File: config.mk
export PLATFORM = sky130hd
export DESIGN_NAME = alu_issue_ctrl
export DESIGN_NICKNAME = d
export VERILOG_FILES = /design/src/rtl/alu_issue_ctrl.sv
export SDC_FILE = /design/constraint.sdc
export NUM_CORES = 1
export LEC_CHECK = 0
export CAP_MARGIN = 30
export CORE_ASPECT_RATIO = 0.9
export CORE_MARGIN = 5
export CORE_UTILIZATION = 35
export CTS_CLUSTER_SIZE = 10
export DETAILED_ROUTE_END_ITERATION = 10
export GPL_ROUTABILITY_DRIVEN = 0
export GPL_TIMING_DRIVEN = 1
export HOLD_SLACK_MARGIN = 0.08
export PLACE_DENSITY = 0.7
export SLEW_MARGIN = 20
export SYNTH_ARGS = -nofsm -noshare
export SYNTH_HDL_FRONTEND = slang
export SYNTH_SLANG_ARGS = --single-unit
File: constraint.sdc
create_clock -name clk -period 8 [get_ports clk]
set_clock_uncertainty 0.1 [all_clocks]
set_input_delay 1.6 -clock clk [delete_from_list [all_inputs] [get_ports clk]]
set_output_delay 1.6 -clock clk [all_outputs]
set_load 0.03 [all_outputs]
File: src/rtl/alu_issue_ctrl.sv
// alu_issue_ctrl: initiator side of the ALU port. Accepts one instruction per
// valid/ready handshake, issues it to a 1-cycle registered ALU, captures the
// result and holds a writeback/memory/branch response until it is consumed.
module alu_issue_ctrl #(
   parameter int unsigned XLEN  = 32,
   parameter int unsigned IMM_W = 14,
   parameter int unsigned RA_W  = 5
) (
   input  logic              clk,
   input  logic              reset,
   input  logic              instr_valid,
   output logic              instr_ready,
   input  logic [31:0]       instr,
   output logic [RA_W-1:0]   rf_raddr1,
   output logic [RA_W-1:0]   rf_raddr2,
   input  logic [XLEN-1:0]   rf_rdata1,
   input  logic [XLEN-1:0]   rf_rdata2,
   output logic [3:0]        alu_op,
   output logic [XLEN-1:0]   alu_rs1,
   output logic [XLEN-1:0]   alu_rs2,
   output logic [IMM_W-1:0]  alu_imm,
   output logic [RA_W-1:0]   alu_sa,
   output logic              alu_en,
   input  logic [XLEN-1:0]   alu_result,
   output logic              out_valid,
   input  logic              out_ready,
   output logic              wb_en,
   output logic [RA_W-1:0]   wb_rd,
   output logic [XLEN-1:0]   wb_data,
   output logic              mem_rd,
   output logic              mem_wr,
   output logic [XLEN-1:0]   mem_addr,
   output logic [XLEN-1:0]   mem_wdata,
   output logic              br_taken,
   output logic              illegal,
   output logic              busy
);

   localparam logic [3:0] OP_AND  = 4'b0000;
   localparam logic [3:0] OP_ADD  = 4'b0001;
   localparam logic [3:0] OP_SUB  = 4'b0010;
   localparam logic [3:0] OP_ANDI = 4'b0100;
   localparam logic [3:0] OP_ADDI = 4'b0101;
   localparam logic [3:0] OP_LW   = 4'b0110;
   localparam logic [3:0] OP_SW   = 4'b0111;
   localparam logic [3:0] OP_BEQ  = 4'b1000;
   localparam logic [3:0] OP_SLL  = 4'b1011;
   localparam logic [3:0] OP_SRL  = 4'b1100;
   localparam logic [3:0] OP_SLLV = 4'b1101;
   localparam logic [3:0] OP_SRLV = 4'b1110;

   typedef enum logic [1:0] {
      S_IDLE,
      S_ISSUE,
      S_WAIT,
      S_RESP
   } state_t;

   state_t            state;
   logic [31:4]       instr_q;
   logic [XLEN-1:0]   wdata_q;

   logic [3:0]        op_q;
   logic [RA_W-1:0]   rd_q;

   function automatic logic is_legal(input logic [3:0] op);
      case (op)
         4'b0011, 4'b1001, 4'b1010, 4'b1111: is_legal = 1'b0;
         default:                            is_legal = 1'b1;
      endcase
   endfunction

   function automatic logic writes_reg(input logic [3:0] op);
      case (op)
         OP_AND, OP_ADD, OP_SUB, OP_ANDI, OP_ADDI, OP_LW,
         OP_SLL, OP_SRL, OP_SLLV, OP_SRLV: writes_reg = 1'b1;
         default:                          writes_reg = 1'b0;
      endcase
   endfunction

   assign op_q        = instr_q[31:28];
   assign rd_q        = instr_q[27:23];
   assign rf_raddr1   = instr_q[22:18];
   // Stores read their data register through the second read port.
   assign rf_raddr2   = (op_q == OP_SW) ? rd_q : instr_q[17:13];
   assign alu_op      = (op_q == OP_BEQ) ? OP_SUB : op_q;
   assign alu_rs1     = rf_rdata1;
   assign alu_rs2     = rf_rdata2;
   assign alu_imm     = instr_q[4 +: IMM_W];
   assign alu_sa      = instr_q[12:8];
   assign instr_ready = (state == S_IDLE);
   assign busy        = (state != S_IDLE);

   // Issue FSM with registered ALU enable and held response outputs.
   always_ff @(posedge clk or posedge reset) begin
      if (reset) begin
         state     <= S_IDLE;
         instr_q   <= '0;
         wdata_q   <= '0;
         alu_en    <= 1'b0;
         out_valid <= 1'b0;
         wb_en     <= 1'b0;
         wb_rd     <= '0;
         wb_data   <= '0;
         mem_rd    <= 1'b0;
         mem_wr    <= 1'b0;
         mem_addr  <= '0;
         mem_wdata <= '0;
         br_taken  <= 1'b0;
         illegal   <= 1'b0;
      end else begin
         unique case (state)
            S_IDLE: begin
               if (instr_valid) begin
                  instr_q <= instr[31:4];
                  if (is_legal(instr[31:28])) begin
                     state  <= S_ISSUE;
                     alu_en <= 1'b1;
                  end else begin
                     // Illegal ops skip the ALU; only the illegal flag is raised.
                     state     <= S_RESP;
                     out_valid <= 1'b1;
                     illegal   <= 1'b1;
                  end
               end
            end
            S_ISSUE: begin
               alu_en  <= 1'b0;
               wdata_q <= rf_rdata2;
               state   <= S_WAIT;
            end
            S_WAIT: begin
               state     <= S_RESP;
               out_valid <= 1'b1;
               wb_en     <= writes_reg(op_q) && (rd_q != '0);
               wb_rd     <= rd_q;
               wb_data   <= alu_result;
               mem_rd    <= (op_q == OP_LW);
               mem_wr    <= (op_q == OP_SW);
               mem_addr  <= alu_result;
               mem_wdata <= (op_q == OP_SW) ? wdata_q : '0;
               br_taken  <= (op_q == OP_BEQ) && (alu_result == '0);
            end
            S_RESP: begin
               if (out_ready) begin
                  state     <= S_IDLE;
                  out_valid <= 1'b0;
                  wb_en     <= 1'b0;
                  wb_rd     <= '0;
                  wb_data   <= '0;
                  mem_rd    <= 1'b0;
                  mem_wr    <= 1'b0;
                  mem_addr  <= '0;
                  mem_wdata <= '0;
                  br_taken  <= 1'b0;
                  illegal   <= 1'b0;
               end
            end
         endcase
      end
   end

endmodule

== After elaboration in Yosys (flattened, before gate mapping) ==
Memories as Yosys holds them, arrays and structs flattened.
Index checks and enable logic that the tools add are counted.
Widths: inputs -> output; s select.

* Memories: 1
* Register bits: 138
* Bits in read-only memories: 16

{| class="wikitable"
|+ Memory list
! name !! words !! bits a word !! rd ports !! clocked after memory_dff !! write ports !! line !! source
|-
| (no name shown) || 16 || 1 || 1 || 0 || 0 || 74 || <nowiki>case (op)</nowiki>
|}

* Multiplexer cells: 28
* Reductions and logical operators: 17
* Equality and inequality tests: 14

{| class="wikitable"
|+ Operators with widths
! operator !! count
|-
| $pmux 32 s2 || 2
|-
| $mux 32 || 2
|-
| $logic_not 32->1 || 1
|-
| $eq 4x4->1 const B || 4
|-
| $pmux 1 s2 || 6
|-
| $mux 5 || 2
|-
| $pmux 5 s2 || 1
|-
| $mux 1 || 9
|-
| $eq 4x3->1 const B || 2
|-
| $pmux 2 s4 || 1
|-
| $reduce_and 4->1 || 2
|-
| $reduce_bool 2->1 || 4
|-
| $mux 2 || 3
|-
| $ne 2x2->1 const B || 3
|-
| $reduce_and 2->1 || 3
|-
| $reduce_bool 5->1 || 1
|-
| $eq 2x2->1 const B || 2
|-
| $eq 4x2->1 const B || 1
|-
| $mux 4 || 1
|-
| $reduce_or 4->1 || 1
|-
| $pmux 1 s3 || 1
|-
| $reduce_and 3->1 || 1
|-
| $reduce_bool 3->1 || 1
|-
| $eq 2x1->1 const B || 1
|-
| other kinds (3) || 4
|}

== Longest topological paths before layout ==
* Word-level depth: 8
* Depth in mapped cells: 8

== Least setup slack after synthesis ==
Ideal clock, no wire load.

* Kind: input port to output port
* Start point: input port rf_rdata1[0]
* End point: output port alu_rs1[0]
* Stages: 1
* Path slack: 4.555 ns
* Path buffers: 1
* Arrival time: 1.745 ns
* Cell sequence: buf_4

{| class="wikitable"
|+ RTL lines
! element !! line !! source
|-
| from (decl) || 16 || <nowiki>input logic [XLEN-1:0] rf_rdata1,</nowiki>
|-
| to (decl) || 19 || <nowiki>output logic [XLEN-1:0] alu_rs1,</nowiki>
|}

No word-level cell between the ends.

== Worst setup path after layout ==
* Start point: input port rf_rdata2[13]
* End point: output port alu_rs2[13]

{| class="wikitable"
|+ RTL lines
! element !! line !! source
|-
| from (decl) || 17 || <nowiki>input logic [XLEN-1:0] rf_rdata2,</nowiki>
|-
| to (decl) || 20 || <nowiki>output logic [XLEN-1:0] alu_rs2,</nowiki>
|}

No word-level cell between the ends.

==> metrics <==
die footprint 0.0208 sq mm; max-slew violations 0; # fillers 1527; most frequent cells in the layout clkdlybuf4s50_1 (270), dfrtp_1 (138), a22o_1 (70); R2R cell count 7; library cells used by synthesis 42; Die H 137 um; initial DRC count roughly 150; CTS clk-pin slew, worst paths 0.07 ns; final hold violation count 0; Core Area 0.0177 sq mm; Chip Width 151 um; routed wire length approximately 17000 um; maxcap violations 0; Place WS 3.50 ns; Synth Cell Area roughly 0.0063 sq mm; Critical Path AT 2.81 ns; Async SR Flop Fraction 1.00; vias in the first global route 4755; Setup crit end kind output port; Initial Util 0.357; Antenna Nets Post-Route 0; CP max stage delay 0.69 ns; Resize count post-CTS 0; standard-cell rows 46; clock tree root buffer cell clkbuf_16; Final nets 768; fin crit share 0.564; Post-synth EDFFs 0; H-tree lvl count 4; share of Yosys cell area claimed by the top area cell type 0.548; CTS buffer count 17; Max FO, Critical Path 2; IO Pins 339; Worst R2R Start state[1]; Fmax achieved 0.222 GHz; slew margin rel. 0.426; Synth Net Count 618; IO buf count 270; most common cell after layout, fill and taps aside clkdlybuf4s50_1; Avg Vias per Cell 4.88; main flop type after synthesis dfrtp_1; post-CTS setup buffer count 0; RSZ-0062 raised after global routing no; Max Buffers Root-to-Sink 2; All-Layer GR Usage 0.162; Final Setup Violations 0; post-synth top area cell dfrtp_1; Post-CTS Hold Fix Bufs 0; via count between 4000 and 5000; WL per Instance 19.5 um; Post-Route Utilization 0.508; status complete, no violations; Max IR drop VDD 151 uV; Hold Path Class reg2reg; Synth Instances 482; number of synthesis warnings 0; post-route setup slack 3.49 ns; Non-Filler Instances just under 900; Tmin final 4.51 ns; Fin Setup TNS 0 ns; register area share after synthesis 0.548; Top delay family on crit path buffers and inverters; crit-path cells clkdlybuf4s50_1 -> clkdlybuf4s50_1; cell area after placement 0.00834 sq mm; Post-route DRC 0; leakage between 3 and 4 nW; Area growth syn-to-layout 42.5%; P per Cell Area 442 mW/mm^2; reg-to-reg slack, setup slightly above 5 ns; grt ovf 0; hold path start mem_wr; Critical Path Slowest Stage Cell clkdlybuf4s50_1; Final Instance Area 0.00898 sq mm; n_diodes 0; crit path launch type input pin; hold endpoint mem_wr; CP Data Required Time approximately 6.3 ns; Avg Inst Size Synth 13.1 sq um; RR Endpoint br_taken; Cells after DPL 851; Worst-Skew Late Latency ~0.42 ns; Hold Crit Depth 1; largest net degree at the start of global routing 82; first-pass GRT wire length approximately 26000 um; placed wire-length estimate 12600 um; classification of the worst setup path in2out; antenna violations before repair 0; layout cell share with drive strength beyond 1 0.184; CTS Sinks 138; Synth Register Bits 138; TritonCTS clock tree built; top cells by area, synth dfrtp_1 (55%), buf_4 (14%), mux2_2 (12%); Crit path buffers/inverters 2; Slew @ Worst Pin 0.861 ns; First-pass DRT Iterations 4; cell mode on critical path clkdlybuf4s50_1
## registers in the layout (all words and copies together) (netlist names)
signal and cells:
mem_wdata 32, wb_rd 5, instr_q 28, state 2, illegal 1, wb_en 1, wdata_q 32, alu_en 1
out_valid 1, mem_wr 1, mem_addr 32, br_taken 1, mem_rd 1
## logic make-up (layout without fill, tap and decap cells)
| group | Yosys count | in the layout | synth area share |
|---|---|---|---|
| muxes | 67 | 67 | 0.120 |
| AOI/OAI and AO/OA | 84 | 84 | 0.119 |
| and+or+nand+nor | 36 | 36 | 0.0365 |
| adders and majority gates | 4 | 4 | 0.00794 |
| DFF | 138 | 138 | 0.548 |
| buffers and inverters | 151 | 314 | 0.166 |
| xor gates and xnor gates | 2 | 2 | 0.00278 |
## report_power, final
| group | switching [mW] | internal, mW | leakage, nW |
|---|---|---|---|
| Combinational | 1.10 | 0.915 | 1.78 |
| Clock | 0.346 | 0.424 | 0.286 |
| Sequential | 0.204 | 0.986 | 1.74 |
| Total | 1.65 | 2.33 | 3.80 |
## synth_stat cells (2+ instances only)
cell	count
nand2_1	6
a22o_1	70
nand4_1	2
or4_1	2
xnor2_1	2
nor2b_1	2
clkbuf_1	5
o21ai_0	3
mux2_2	65
nand2b_1	2
buf_4	120
buf_2	19
inv_1	6
dfrtp_1	138
nor2_1	4
ha_1	4
nor4_1	7
## cell type report
cell class	instances	area, sq um	area share
timing repair buffer	276	2790	0.311
inverter	6	27.5	0.00306
multi-input combinational	193	1820	0.203
clock buffer	18	439	0.0489
sequential	138	3450	0.384
tap	240	300	0.0334
clock inverter	14	146	0.0163
## per-layer routing
metal  GRT usage  part of all wire  up-vias
met2       0.266              0.48      202
met4      0.0544             0.023        0
met3      0.0776              0.10       40
met1       0.187              0.39     2177
met5           0                 0        -
li1            -                 -     1896
## stage by stage
stage                     hold slack, ns  total power, mW
after floorplan                    0.362             2.59
after global placement             0.361             3.15
after detailed placement           0.373             3.19
after CTS                          0.391             3.98
after global routing               0.406             4.16
final                              0.387             3.97
## worst reg2reg max path, cell delays in order (launching register included)
cell and delay (ns):
dfrtp_1 0.42, ha_1 0.52, nor2b_4 0.21, buf_16 0.22, a21oi_4 0.45, buf_4 0.49, nor4_1 0.15, a22o_1 0.22
## worst max path at each step
stage | from | to | slack, ns | depth (start not counted)
floorplan | reset | alu_en | 2.60 | 1
global placement | rf_rdata2[16] | alu_rs2[16] | 3.50 | 2
CTS | rf_rdata2[13] | alu_rs2[13] | 3.49 | 2
detailed placement | rf_rdata2[13] | alu_rs2[13] | 3.50 | 2
finish | rf_rdata2[13] | alu_rs2[13] | 3.49 | 2
global route | rf_rdata2[13] | alu_rs2[13] | 3.47 | 2
Note: power is estimated with default switching activity, not from simulation.
